==> src/rtl/top_puf.sv <==
// top_puf: dual-core arbiter PUF with PDL delays; define PUF_TIEBREAK_EN for LFSR-resolved ties
module top_puf #(
  parameter int WIDTH       = 32,
  parameter int CHAL_WEIGHT = 2
) (
  input  logic             clk,
  input  logic             reset,
  input  logic             a,
  input  logic             b,
  input  logic [WIDTH-1:0] config1,
  input  logic [WIDTH-1:0] config2,
  output logic [WIDTH-1:0] c
);
  typedef enum logic [1:0] {LAUNCH, RACE, DECIDE} state_t;
  state_t state_q, state_d;
  logic [5:0] cnt_q, cnt_d, d0_q, d0_d, d1_q, d1_d;
  logic arr0_q, arr0_d, arr1_q, arr1_d, win0_q, win0_d, tie_q, tie_d;
  logic [WIDTH-1:0] c_q, c_d;
  logic hit0, hit1, tie_bit, r;
`ifdef PUF_TIEBREAK_EN
  logic [7:0] lfsr_q, lfsr_d;
  assign lfsr_d  = {lfsr_q[6:0], lfsr_q[7] ^ lfsr_q[5] ^ lfsr_q[4] ^ lfsr_q[3]};
  assign tie_bit = lfsr_q[0];
  always_ff @(posedge clk or negedge reset)
    if (!reset) lfsr_q <= 8'hA5;
    else lfsr_q <= lfsr_d;
`else
  assign tie_bit = 1'b0;
`endif
  assign hit0 = state_q == RACE && cnt_q == d0_q && !arr0_q;
  assign hit1 = state_q == RACE && cnt_q == d1_q && !arr1_q;
  assign r    = tie_q ? tie_bit : win0_q;
  assign c    = c_q;
  always_comb begin
    state_d = state_q;
    cnt_d   = cnt_q;
    d0_d    = d0_q;
    d1_d    = d1_q;
    arr0_d  = arr0_q;
    arr1_d  = arr1_q;
    win0_d  = win0_q;
    tie_d   = tie_q;
    c_d     = c_q;
    case (state_q)
      LAUNCH: begin
        d0_d    = 6'($countones(config1)) + (a ? 6'(CHAL_WEIGHT) : 6'd0) + 6'd1;
        d1_d    = 6'($countones(config2)) + (b ? 6'(CHAL_WEIGHT) : 6'd0) + 6'd1;
        cnt_d   = 6'd1;
        arr0_d  = 1'b0;
        arr1_d  = 1'b0;
        win0_d  = 1'b0;
        tie_d   = 1'b0;
        state_d = RACE;
      end
      RACE: begin
        cnt_d   = cnt_q + 6'd1;
        arr0_d  = arr0_q | hit0;
        arr1_d  = arr1_q | hit1;
        win0_d  = win0_q | (hit0 && !hit1 && !arr1_q);
        tie_d   = tie_q | (hit0 && hit1);
        state_d = (arr0_d && arr1_d) ? DECIDE : RACE;
      end
      DECIDE: begin
        c_d     = {c_q[WIDTH-2:0], r};
        state_d = LAUNCH;
      end
      default: state_d = LAUNCH;
    endcase
  end
  always_ff @(posedge clk or negedge reset)
    if (!reset) begin
      state_q <= LAUNCH;
      cnt_q   <= '0;
      d0_q    <= '0;
      d1_q    <= '0;
      arr0_q  <= 1'b0;
      arr1_q  <= 1'b0;
      win0_q  <= 1'b0;
      tie_q   <= 1'b0;
      c_q     <= '0;
    end else begin
      state_q <= state_d;
      cnt_q   <= cnt_d;
      d0_q    <= d0_d;
      d1_q    <= d1_d;
      arr0_q  <= arr0_d;
      arr1_q  <= arr1_d;
      win0_q  <= win0_d;
      tie_q   <= tie_d;
      c_q     <= c_d;
    end
endmodule

==> config.mk <==
export PLATFORM = sky130hd
export DESIGN_NAME = top_puf
export DESIGN_NICKNAME = d
export VERILOG_FILES = /design/src/rtl/top_puf.sv
export SDC_FILE = /design/constraint.sdc
export NUM_CORES = 1
export LEC_CHECK = 0
export BUFFER_PORTS_ARGS = -buffer_cell sky130_fd_sc_hd__buf_2
export CORE_MARGIN = 4
export CORE_UTILIZATION = 51
export CTS_CLUSTER_SIZE = 24
export DETAILED_ROUTE_END_ITERATION = 12
export PLACE_DENSITY = 0.77
export REMOVE_ABC_BUFFERS = 1
export SYNTH_ARGS = -nofsm -noshare
export SYNTH_HDL_FRONTEND = slang
export SYNTH_SLANG_ARGS = --single-unit
==> constraint.sdc <==
create_clock -name clk -period 2.7 [get_ports clk]
set_clock_uncertainty 0.15 [all_clocks]
set_input_delay 0.405 -clock clk [delete_from_list [all_inputs] [get_ports clk]]
set_output_delay 0.405 -clock clk [all_outputs]
set_load 0.1 [all_outputs]
==> results.txt <==
relative slew slack - 0.547
Post-synth EDFFs - 0
CP max FO - 2
IO buf count - 99
Total Power - 5.71 mW
Register Area - 1400 sq um
Detail Route Antenna Nets - 0
setup ws final - -2090 ps
highest clock rate - 209 MHz
Synth Flop Type - dfrtp_1
Synth cell types - 31
Cell Pwr Density - 1200 nW/um^2
routed wire length - 6860 microns
tightest hold margin - 82.4 ps
placement row count - 31
RR Endpoint - state_q[0]
Skew-Pair Late Insertion Delay - 300 ps
Crit path largest cell delay - 530 ps
failing checks - negative setup slack
slowest CP cell - fa_1
CP endpoint kind - register
Largest delay share family, worst path - adder cells
antenna violations before repair - 0
clock-pin slew on the worst setup and hold paths - 100 ps
fill cell count - 594
CP dominant cell by count - fa_1
multi-input logic area - 2190 sq um
r2r worst-path depth - 5
initial core utilization - 0.534
I/O pin cnt - 100
sequential fraction of the synthesis area - 0.356
Mapped Cells - 352
VDD IR-drop max - 0.000814 V
Crit Path Class - in -> reg
Mapped Area - 3930 sq um
Setup crit start kind - input pin
first-pass GRT wire length - 11,900 microns
CTS max path bufs - 2
worst reg2reg setup slack - 910 ps
WL/cell - 12.2 microns
NumNets Final - 593
DRT Pass-1 Iters - 4
final period utilization - 1.77
grt ovf - 0
post-route DRC violation count - 0
fin. max-slew vios - 0
CP required - 2720 ps
CTS tree - built
DIE WIDTH - 95.8 microns
Overall Global Routing Usage - 0.162
worst endpoint data arrival time - 4820 ps
CP cell instances - buf_6, fa_1, inv_1, fa_1, fa_1, fa_1, fa_1, fa_1, inv_2, fa_2, fa_2, a21o_1, a21oi_2, xor2_1, o21ai_1
synthesized flop and latch total - 56
FFs w/ async S/R, synth - 1.00
Antenna Cells - 0
vias in the first global route - 2,832
H-tree levels - 2
die area - 9180 sq um
YS warnings - 0
1st-iter DRT viols - 68
Leakage - 2.70 nW
HP Class - in -> async
clk sinks - 56
DP HPWL - 5630 microns
worst slew pin tran - 680 ps
Buf/Inv on CP - 3
Util after Layout - 0.648
RR Startpoint - state_q[1]
total CTS buffers - 5
core box area - 7370 sq um
RSZ-0062 raised after global routing - yes
vias per inst - 4.72
via count - 2,642
CTS Root Cell - clkbuf_8
largest net degree at the start of global routing - 57
Die Y - 95.8 microns
Hold Violations, Final - 0
share of cells above drive strength 1 - 0.373
outcome - finished, violations left
Syn Area/Cell - 11.2 sq um
Final Setup Violations - 12
Area Growth Syn to Fin - 21.3%
Max Cap Viol - 0
Final min period - 4790 ps
Final Wtd Congestion - 0.782
-- synth_stat cells, types with 2 or more instances --
master,n,share of area
a21o_1,4,0.0076
a21oi_1,6,0.0076
a22o_1,3,0.0067
buf_2,5,0.0064
buf_4,2,0.0038
clkbuf_1,4,0.0038
dfrtp_1,56,0.36
fa_1,50,0.25
ha_1,15,0.048
inv_1,92,0.088
mux2_1,4,0.011
mux2_2,28,0.080
nand2_1,20,0.019
nand3_1,2,0.0025
nand4_1,2,0.0032
nor2_1,10,0.0095
nor2b_1,4,0.0064
nor4_2,2,0.0064
o21ai_0,13,0.017
xnor2_1,9,0.020
xor2_1,11,0.024
-- worst register-to-register path: cells and delay by family (launching register included) --
| family | cells | cell delay (ps) |
|---|---|---|
| AO/OA/AOI/OAI | 2 | 300 |
| flip-flops | 1 | 500 |
| AND/OR/NAND/NOR | 3 | 720 |
-- cell usage in the layout (no fill, tap or decap), types with 2 or more instances in the layout --
master | synthesis | routed
a21o_1 | 4 | 4
a21oi_1 | 6 | 3
a21oi_2 | 0 | 3
a22o_1 | 3 | 3
buf_2 | 5 | 95
buf_4 | 2 | 11
buf_6 | 0 | 6
clkbuf_8 | 0 | 5
dfrtp_1 | 56 | 56
fa_1 | 50 | 40
fa_2 | 0 | 10
ha_1 | 15 | 15
inv_1 | 92 | 87
inv_2 | 0 | 5
mux2_1 | 4 | 4
mux2_2 | 28 | 28
nand2_1 | 20 | 20
nand3_1 | 2 | 2
nand4_1 | 2 | 2
nor2_1 | 10 | 10
nor2b_1 | 4 | 3
nor4_2 | 2 | 2
o21ai_0 | 13 | 9
o21ai_1 | 1 | 4
xnor2_1 | 9 | 8
xor2_1 | 11 | 11
-- how the worst max path moves through the flow --
stage / start / endpoint / slack [ps] / cells after the start
2_1_floorplan: config2[4] / d1_q[4] / -2300 / 14
3_3_place_gp: config2[4] / d1_q[4] / -2450 / 15
3_5_place_dp: config2[4] / d1_q[4] / -2560 / 15
4_1_cts: config2[16] / d1_q[4] / -2080 / 15
5_1_grt: config2[10] / d1_q[4] / -2210 / 15
6_report: config2[16] / d1_q[4] / -2090 / 15
-- layout make-up --
cell class	instances	share of cell area
Inverter	92	0.0724
Sequential cell	56	0.294
Clock inverter	2	0.00341
Timing Repair Buffer	112	0.131
Multi-Input combinational cell	193	0.458
Tap cell	99	0.0260
Clock buffer	6	0.0152
-- power by group --
part	total [mW]	switching (mW)	internal (mW)	leakage, nW
logic	4.07	1.97	2.11	1.91
registers	1.19	0.180	1.01	0.750
clock network	0.445	0.260	0.185	0.0414
-- per-layer routing --
metal	wire [microns]	global-route usage	vias up
li1	-	-	1272
met1	2640	0.198	1295
met2	3780	0.302	64
met3	347	0.0219	11
met4	91	0.0403	0
met5	0	0	-
-- what timing repair did --
item | 4_1_cts | 5_1_grt
setup endpoints to repair | 12 | 12
buffers inserted | 4 | 2
gates resized for setup | 27 | 7
pin swaps | 16 | 5
hold buffers | 0 | 0
cloned | 0 | 0
-- stage by stage --
step / cell area (sq um) / std cells / setup TNS [ps] / setup slack [ps]
final: 4770 / 560 / -21650 / -2090
after global routing: 4770 / 560 / -23200 / -2210
after CTS: 4760 / 560 / -21420 / -2080
after detailed placement: 4570 / 548 / -26160 / -2560
after global placement: 4570 / 548 / -25290 / -2450
after floorplan: 3880 / 341 / -22710 / -2300
-- kinds of logic after synthesis --
| group | count (synthesis) | synth area share |
|---|---|---|
| buffers and inverters | 103 | 0.102 |
| muxes | 32 | 0.0916 |
| AOI/OAI and AO/OA | 29 | 0.0445 |
| adders and majority gates | 65 | 0.302 |
| and+or+nand+nor | 47 | 0.0592 |
| DFF | 56 | 0.356 |
| xor gates and xnor gates | 20 | 0.0445 |
-- sequential cells by signal, summed over array words and instances (netlist names) --
name / flops
d1_q: 6
tie_q: 1
win0_q: 1
cnt_q: 6
c: 32
arr0_q: 1
d0_q: 6
state_q: 2
arr1_q: 1
Power figures use the tool's default switching activity.
